[src/rtl/tlb_pkg.sv]
// Shared types and constants for the fully-associative TLB.
// Holds the walk FSM encoding and the pattern driven on a miss.
package tlb_pkg;

  typedef enum logic [0:0] {
    IDLE = 1'b0,
    WALK = 1'b1
  } tlb_state_e;

  localparam logic [31:0] TLB_MISS_PATTERN = 32'hDEAD_BEEF;

endpackage

[src/rtl/tlb_victim_sel.sv]
// Picks the entry to refill: lowest-index invalid entry, else a round-robin
// pointer that only moves when a valid entry is actually replaced.
module tlb_victim_sel #(
  parameter int ENTRIES = 4,
  parameter int IDX_W   = $clog2(ENTRIES)
) (
  input  logic               clock,
  input  logic               reset,
  input  logic [ENTRIES-1:0] valid,
  input  logic               fill,
  output logic [IDX_W-1:0]   victim_idx
);

  logic [IDX_W-1:0] rr_ptr_reg;
  logic             found;

  always_comb begin
    victim_idx = rr_ptr_reg;
    found      = 1'b0;
    for (int i = 0; i < ENTRIES; i++) begin
      if (!valid[i] && !found) begin
        victim_idx = IDX_W'(i);
        found      = 1'b1;
      end
    end
  end

  // ENTRIES is a power of two, so natural wrap gives the modulo.
  always_ff @(posedge clock or posedge reset) begin
    if (reset) begin
      rr_ptr_reg <= '0;
    end else if (fill && (&valid)) begin
      rr_ptr_reg <= rr_ptr_reg + IDX_W'(1);
    end
  end

endmodule

[src/rtl/tlb_assoc.sv]
// Fully-associative TLB with combinational lookup and a fixed-latency
// refill walk that synthesises PPN = VPN + PPN_OFFSET.
module tlb_assoc
  import tlb_pkg::*;
#(
  parameter int ENTRIES      = 4,
  parameter int PAGE_BITS    = 10,
  parameter int MISS_LATENCY = 10,
  parameter int PPN_OFFSET   = 0
) (
  input  logic        clock,
  input  logic        reset,
  input  logic        req_valid,
  input  logic [31:0] virt_addr_in,
  input  logic        flush,
  output logic [31:0] phys_addr_out,
  output logic        hit,
  output logic        tlb_stall,
  output logic [15:0] miss_count
);

  localparam int               VPN_W   = 32 - PAGE_BITS;
  localparam int               IDX_W   = $clog2(ENTRIES);
  localparam logic [VPN_W-1:0] PPN_ADD = VPN_W'(PPN_OFFSET);
  localparam logic [3:0]       LAT     = 4'(MISS_LATENCY);

  tlb_state_e        state_reg, state_next;
  logic [3:0]        counter_reg, counter_next;
  logic [VPN_W-1:0]  walk_vpn_reg, walk_vpn_next;
  logic [15:0]       miss_count_reg, miss_count_next;
  logic [ENTRIES-1:0] valid_reg;
  logic [VPN_W-1:0]  vpn_reg [ENTRIES];
  logic [VPN_W-1:0]  ppn_reg [ENTRIES];

  logic [VPN_W-1:0]   vpn_in;
  logic [ENTRIES-1:0] match;
  logic               any_match;
  logic [VPN_W-1:0]   hit_ppn;
  logic               fill;
  logic [IDX_W-1:0]   victim_idx;

  assign vpn_in = virt_addr_in[31:PAGE_BITS];

  for (genvar gi = 0; gi < ENTRIES; gi++) begin : g_match
    assign match[gi] = valid_reg[gi] && (vpn_reg[gi] == vpn_in);
  end

  // VPNs are unique, so OR-ing the matching PPNs yields the single hit.
  always_comb begin
    hit_ppn = '0;
    for (int i = 0; i < ENTRIES; i++) begin
      if (match[i]) hit_ppn = hit_ppn | ppn_reg[i];
    end
  end

  assign any_match     = |match;
  assign hit           = req_valid && (state_reg == IDLE) && any_match;
  assign phys_addr_out = hit ? {hit_ppn, virt_addr_in[PAGE_BITS-1:0]} : TLB_MISS_PATTERN;
  assign miss_count    = miss_count_reg;

  always_comb begin
    state_next      = state_reg;
    counter_next    = counter_reg;
    walk_vpn_next   = walk_vpn_reg;
    miss_count_next = miss_count_reg;
    fill            = 1'b0;
    tlb_stall       = 1'b0;
    case (state_reg)
      IDLE: begin
        if (flush) begin
          tlb_stall = 1'b1;
        end else if (req_valid && !any_match) begin
          tlb_stall       = 1'b1;
          walk_vpn_next   = vpn_in;
          counter_next    = '0;
          miss_count_next = (miss_count_reg == 16'hFFFF) ? miss_count_reg
                                                         : miss_count_reg + 16'd1;
          state_next      = WALK;
        end
      end
      WALK: begin
        tlb_stall = 1'b1;
        if (flush) begin
          counter_next = '0;
          state_next   = IDLE;
        end else if (counter_reg == LAT) begin
          fill         = 1'b1;
          counter_next = '0;
          state_next   = IDLE;
        end else begin
          counter_next = counter_reg + 4'd1;
        end
      end
      default: state_next = IDLE;
    endcase
  end

  always_ff @(posedge clock or posedge reset) begin
    if (reset) begin
      state_reg      <= IDLE;
      counter_reg    <= '0;
      walk_vpn_reg   <= '0;
      miss_count_reg <= '0;
    end else begin
      state_reg      <= state_next;
      counter_reg    <= counter_next;
      walk_vpn_reg   <= walk_vpn_next;
      miss_count_reg <= miss_count_next;
    end
  end

  always_ff @(posedge clock or posedge reset) begin
    if (reset) begin
      valid_reg <= '0;
      for (int i = 0; i < ENTRIES; i++) begin
        vpn_reg[i] <= '0;
        ppn_reg[i] <= '0;
      end
    end else if (flush) begin
      valid_reg <= '0;
    end else if (fill) begin
      valid_reg[victim_idx] <= 1'b1;
      vpn_reg[victim_idx]   <= walk_vpn_reg;
      ppn_reg[victim_idx]   <= walk_vpn_reg + PPN_ADD;
    end
  end

  tlb_victim_sel #(
    .ENTRIES (ENTRIES),
    .IDX_W   (IDX_W)
  ) u_victim_sel (
    .clock      (clock),
    .reset      (reset),
    .valid      (valid_reg),
    .fill       (fill),
    .victim_idx (victim_idx)
  );

endmodule

[config.mk]
export PLATFORM = sky130hd
export DESIGN_NAME = tlb_assoc
export DESIGN_NICKNAME = d
export VERILOG_FILES = /design/src/rtl/tlb_pkg.sv /design/src/rtl/tlb_victim_sel.sv /design/src/rtl/tlb_assoc.sv
export SDC_FILE = /design/constraint.sdc
export NUM_CORES = 1
export LEC_CHECK = 0
export ABC_AREA = 0
export BUFFER_PORTS_ARGS = -buffer_cell sky130_fd_sc_hd__buf_2
export CORE_MARGIN = 4
export CORE_UTILIZATION = 59
export DETAILED_ROUTE_END_ITERATION = 6
export PLACE_DENSITY = 0.8
export RECOVER_POWER = 25
export SYNTH_ARGS = -nofsm -noshare
export SYNTH_HDL_FRONTEND = slang
export SYNTH_SLANG_ARGS = --single-unit
[constraint.sdc]
create_clock -name clock -period 5.5 [get_ports clock]
set_clock_uncertainty 0.15 [all_clocks]
set_input_delay 0.275 -clock clock [delete_from_list [all_inputs] [get_ports clock]]
set_output_delay 0.275 -clock clock [all_outputs]
set_load 0.02 [all_outputs]
Yosys cells after proc, flatten, opt, wreduce, memory -nomap -nowiden:

Index checks and enable logic that the tools add are counted.

* bits in registers: 225
* latch bits: 0
* memory bits (writable): 0
* ROM bits: 0
* input port bits: 36
* output and inout bits: 50
* memories kept: 0

* add/subtract/negate cells: 3
* multipliers: 0
* div/mod/pow operators: 0
* magnitude comparators: 4
* eq/ne operators: 8
* shift-type cells: 0
* multiplexer cells: 35
* bitwise logic cells: 8
* reduce and logical (&&, ||, !) cells: 26

Operator list (number)
* $bwmux 88: 2
* $mux 22: 5
* $eq 22x22->1: 4
* $or 22x22->22: 3
* $demux 22 s2: 1
* $mux 32: 1
* $mux 4: 6
* $add 16x1->16 const B: 1
* $eq 16x16->1 const B: 1
* $logic_and 1x1->1: 13
* $mux 1: 12
* $mux 2: 4
* $pmux 4 s2: 1
* $reduce_and 4->1: 2
* $logic_not 1->1: 6
* $add 4x1->4 const B: 1
* $eq 4x4->1 const B: 1
* $or 4x4->4: 1
* $pmux 1 s2: 2
* $reduce_and 2->1: 2
* $reduce_or 4->1: 1
* $ge 3x3->1 const B: 1
* $lt 2x3->1 const B: 1
* $lt 3x1->1 const B: 1
* 9 further kinds: 11

Depth between registers and ports, before layout:

* depth after elaboration: 16
* mapped depth: 12
* gate-level depth less buffers: 8

Hierarchy:

Synthesis repeated with hierarchy kept, for this count alone.

* cells, all modules: 606
* area, all modules: 7141.8 sq um

Modules (own cells, without submodules)
* tlb_assoc: instances 1, cells an instance 590, area an instance 7014.2 sq um, seq. area each 3378.2 sq um
* tlb_victim_sel: instances 1, cells an instance 16, area an instance 127.6 sq um, seq. area each 50.0 sq um

Least setup slack after synthesis:

Ideal clock, no wire load.

* path type: in2out
* start: input virt_addr_in[11]
* end: output phys_addr_out[18]
* arrival time: 2.429 ns
* data required time: 5.075 ns
* slack: 2.646 ns
* cell stages on the path: 11
* buffers on the path: 4
* cell sequence: buf_2 -> xor2_1 -> or4b_4 -> nor3_4 -> nor4_2 -> or3b_1 -> buf_4 -> inv_6 -> buf_8 -> buf_12 -> nand3_2

RTL lines
* start: declaration: line tlb_assoc.sv:14 `input logic [31:0] virt_addr_in,`
* $eq 22x22->1: line tlb_assoc.sv:45 `assign match[gi] = valid_reg[gi] && (vpn_reg[gi] == vpn_in);`
* $logic_and 1x1->1: line tlb_assoc.sv:45
* $reduce_or 4->1 (*): line tlb_assoc.sv:56 `assign any_match = |match;`
* $logic_and 1x1->1 (*): line tlb_assoc.sv:57 `assign hit = req_valid && (state_reg == IDLE) && any_match;`
* net hit: line tlb_assoc.sv:17 `output logic hit,`
* $mux 32 (*): line tlb_assoc.sv:58 `assign phys_addr_out = hit ? {hit_ppn, virt_addr_in[PAGE_BITS-1:0]} : TLB_MISS_PATTERN;`
* end: declaration: line tlb_assoc.sv:16 `output logic [31:0] phys_addr_out,`

Mark *: on every way through the listed nets, which the timed path passes. The rest lies on a longest branch.

Worst setup path in the final report:

* start: register vpn_reg[68] (netlist bit)
* end: output phys_addr_out[16]

* longest elaborated chain between the ends: 10

Ends and longest elaborated chain
* start: declaration: line tlb_assoc.sv:32 `logic [VPN_W-1:0] vpn_reg [ENTRIES];`
* start signal: indexed assignment: line tlb_assoc.sv:123 `vpn_reg[victim_idx] <= walk_vpn_reg;`
* $eq 22x22->1 (*): line tlb_assoc.sv:45
* $logic_and 1x1->1 (*): line tlb_assoc.sv:45
* $mux 22: line tlb_assoc.sv:52 `if (match[i]) hit_ppn = hit_ppn | ppn_reg[i];`
* $or 22x22->22: line tlb_assoc.sv:52
* $mux 22: line tlb_assoc.sv:52
* $or 22x22->22: line tlb_assoc.sv:52
* $mux 22: line tlb_assoc.sv:52
* $or 22x22->22: line tlb_assoc.sv:52
* $mux 22: line tlb_assoc.sv:52
* $mux 32 (*): line tlb_assoc.sv:58

Mark *: on every way between the ends. The rest lies on a longest branch, timed or not.

==> run_results.csv <==
group,metric,value,unit
finish,final_cell_mix,"dfrtp_1 (137), mux2_2 (113), xor2_1 (77), buf_2 (72), a22oi_1 (44)",
synthesis,synth_top_flop_cell,"dfrtp_1",
drt,vias,5571,
timing,fin_crit_sh,0.709,
synthesis,yosys_register_bits,137,
drt,wire_per_inst,23.2,um
drt,drtIter0Drc,551,
global_routing,grt_start_max_net_pins,71,
timing,holdWs,0.0441,ns
critical_path,cp.required,5.08,ns
timing,slew_headroom,-1.05,
floorplan,core,12200,um^2
floorplan,dieArea,14400,um^2
global_routing,grt_first_pass_wirelength,33300,um
finish,area_delta_synth_final,15.3,%
drt,first_pass_iters,5,
synthesis,yosysTopAreaCell,"dfrtp_1",
timing,max_freq,0.257,GHz
finish,diodes,0,
power,cellPowerDensity,305,nW/um^2
placement,io_buffers,85,
critical_path,crit_slowest_cell,"or3b_1",
critical_path,critical-path-max-stage-delay,0.62,ns
timing,rsz0062_at_grt,"false",
power,vdd_drop_max,265,uV
floorplan,num_rows,40,
drt,finalWirelength,20900,um
critical_path,crit_path_end_kind,"output port",
synthesis,avgSynthCellArea,11.4,um^2
power,p_leak,3.93,nW
status,status,"complete, but fails checks",
synthesis,synth-edff-count,0,
timing,drv_slew,71,
timing,setup-violations-final,0,
hold_path,hp-class,"in2reg",
global_routing,grt_use_total,0.302,
drt,drc,0,
clock_tree,cts.sinks,137,
synthesis,ys_types,51,
critical_path,worst-path-max-fanout,27,
drt,ant_nets,0,
synthesis,synthArstFlopShare,1.00,
critical_path,critical_path_class,"reg2out",
global_routing,grt_antenna_before_repair,0,
synthesis,yosysWarnings,0,
synthesis,netlist_instances,649,
finish,fin_area,8560,um^2
finish,fillers,921,
global_routing,overflow,0,
synthesis,syn_nets,688,
job,drv_cap,1,
timing,worstMarginPinSlew,3.05,ns
finish,largest_reg_flops,88,
critical_path,crit_buf_inv,3,
critical_path,start_kind,"flip-flop",
floorplan,die_x,120,um
finish,fin_util,0.704,
floorplan,start_util,0.611,
power,p_int,1.93,mW
synthesis,ys_top_cells_by_area,"dfrtp_1 (46%), mux2_2 (17%), xor2_1 (9.1%)",
status,violations,"capacitance limit, slew limit",
placement,place_congestion,0.983,
synthesis,synth_area,7430,um^2
placement,dpl.hpwl,14500,um
power,swShare,0.262,
global_routing,grt_pass1_vias,5885,
power,pwr-share-comb,0.097,
clock_tree,clock-root-buffer,"clkbuf_16",
power,seqPwrFrac,0.438,
timing,fin_crit,3.90,ns
critical_path,crit_chain,"xor2_1 > nor4_1 > nand4_1 > nor3_2 > buf_4 > nor4_2 > or3b_1 > inv_6 > nand3_1 > buf_2",
power,power_switching,0.685,mW
synthesis,synth_top_cell_area_share,0.462,
clock_tree,clk_pin_slew_worst_paths,0.06,ns
finish,final_common_cell,"dfrtp_1",
critical_path,cp.arrival,3.47,ns
clock_tree,clock_latency,0.43,ns
power,clockPowerShare,0.465,
clock_tree,htreeDepth,4,
finish,fin_nets,758,
drt,vias_per_cell,6.19,
floorplan,fp.dieH,120,um
clock_tree,clk_path_buf_depth,2,
clock_tree,cts_buffers,17,
finish,layout-drive-gt1-share,0.337,
placement,place_area,7930,um^2
timing,hold_violations,0,
synthesis,synth.yosys.seq_area_share,0.462,
clock_tree,cts_tree,"yes",
timing,tns,0,ns
critical_path,cpLargestDelayFamily,"simple AND/OR/NAND/NOR gates",
floorplan,ios,86,
clock_tree,cts.repair.resized,0,
[worst register-to-register path, delay by kind of cell, from the launching register on]
kind                      cells  cell delay, ns
xor gates and xnor gates      1            0.32
and+or+nand+nor               5            1.65
DFF                           1            0.40
muxes                         1            0.29
[Yosys cell counts (all sizes together) (9+ instances only)]
cell	number
xnor2	29
xor2	77
dfrtp	137
nand2	29
clkbuf	27
mux2	113
nand2b	12
buf	19
nor4	27
inv	9
nor3	21
a22oi	44
nand3	31
nand4	11
[final timing paths]
path                                         endpoint  cells after the start  slack (ns)                  startpoint
setup reg to reg                        miss_count[1]                      7        2.59                 vpn_reg[73]
min in group asynchronous                  vpn_reg[9]                      3        1.10                       reset
setup / recovery                    phys_addr_out[16]                     10        1.60                 vpn_reg[68]
hold reg to reg            u_victim_sel.rr_ptr_reg[1]                      1        0.33  u_victim_sel.rr_ptr_reg[1]
max in group asynchronous               miss_count[4]                      4        2.22                       reset
hold / removal                       walk_vpn_reg[13]                      2        0.04            virt_addr_in[23]
[power by group through the flow]
| stage | sequential [mW] | combinational, mW | clock [mW] |
|---|---|---|---|
| after floorplan | 1.16 | 0.158 | 0 |
| after global placement | 1.15 | 0.248 | 0 |
| after detailed placement | 1.16 | 0.253 | 0 |
| after CTS | 1.14 | 0.256 | 1.22 |
| after global routing | 1.16 | 0.278 | 1.27 |
| final | 1.15 | 0.253 | 1.22 |
[per-layer routing]
metal  wire, um  up-vias  track usage  part of all wire
met4        479        0        0.101             0.023
met2      10000      197        0.488              0.48
li1           -     2481            -                 -
met3       1180       32       0.0645             0.056
met1       9160     2861        0.408              0.44
met5          0        -            0                 0
[cell families after synthesis]
kind of cell	Yosys count	share of synthesized area
simple gates	168	0.138
flops	137	0.462
mux	113	0.171
xor+xnor	106	0.125
compound gates	67	0.0644
buf+inv	55	0.0350
fa+ha+maj	3	0.00505
[through the flow]
| stage | worst slack (ns) | power [mW] | instances |
|---|---|---|---|
| final | 1.60 | 2.62 | 900 |
| after global routing | 1.50 | 2.71 | 900 |
| after CTS | 1.63 | 2.62 | 900 |
| after detailed placement | 2.13 | 1.41 | 866 |
| after global placement | 2.18 | 1.40 | 866 |
| after floorplan | 1.41 | 1.32 | 649 |
[area by class of cell]
type	instances	area, um^2	area share
Clock inverter	13	194	0.0227
Clock buffer	19	433	0.0506
Tap cell	168	210	0.0246
Timing Repair Buffer	97	504	0.0589
Multi-Input combinational cell	457	3750	0.438
Sequential cell	137	3430	0.400
Inverter	9	40.0	0.00468
[timing repair]
action	in CTS	in global routing
hold buffers	2	0
endpoints found under the hold margin	71	0
endpoints found under the setup margin	0	0
setup buffers	0	0
Power figures use the tool's default switching activity.
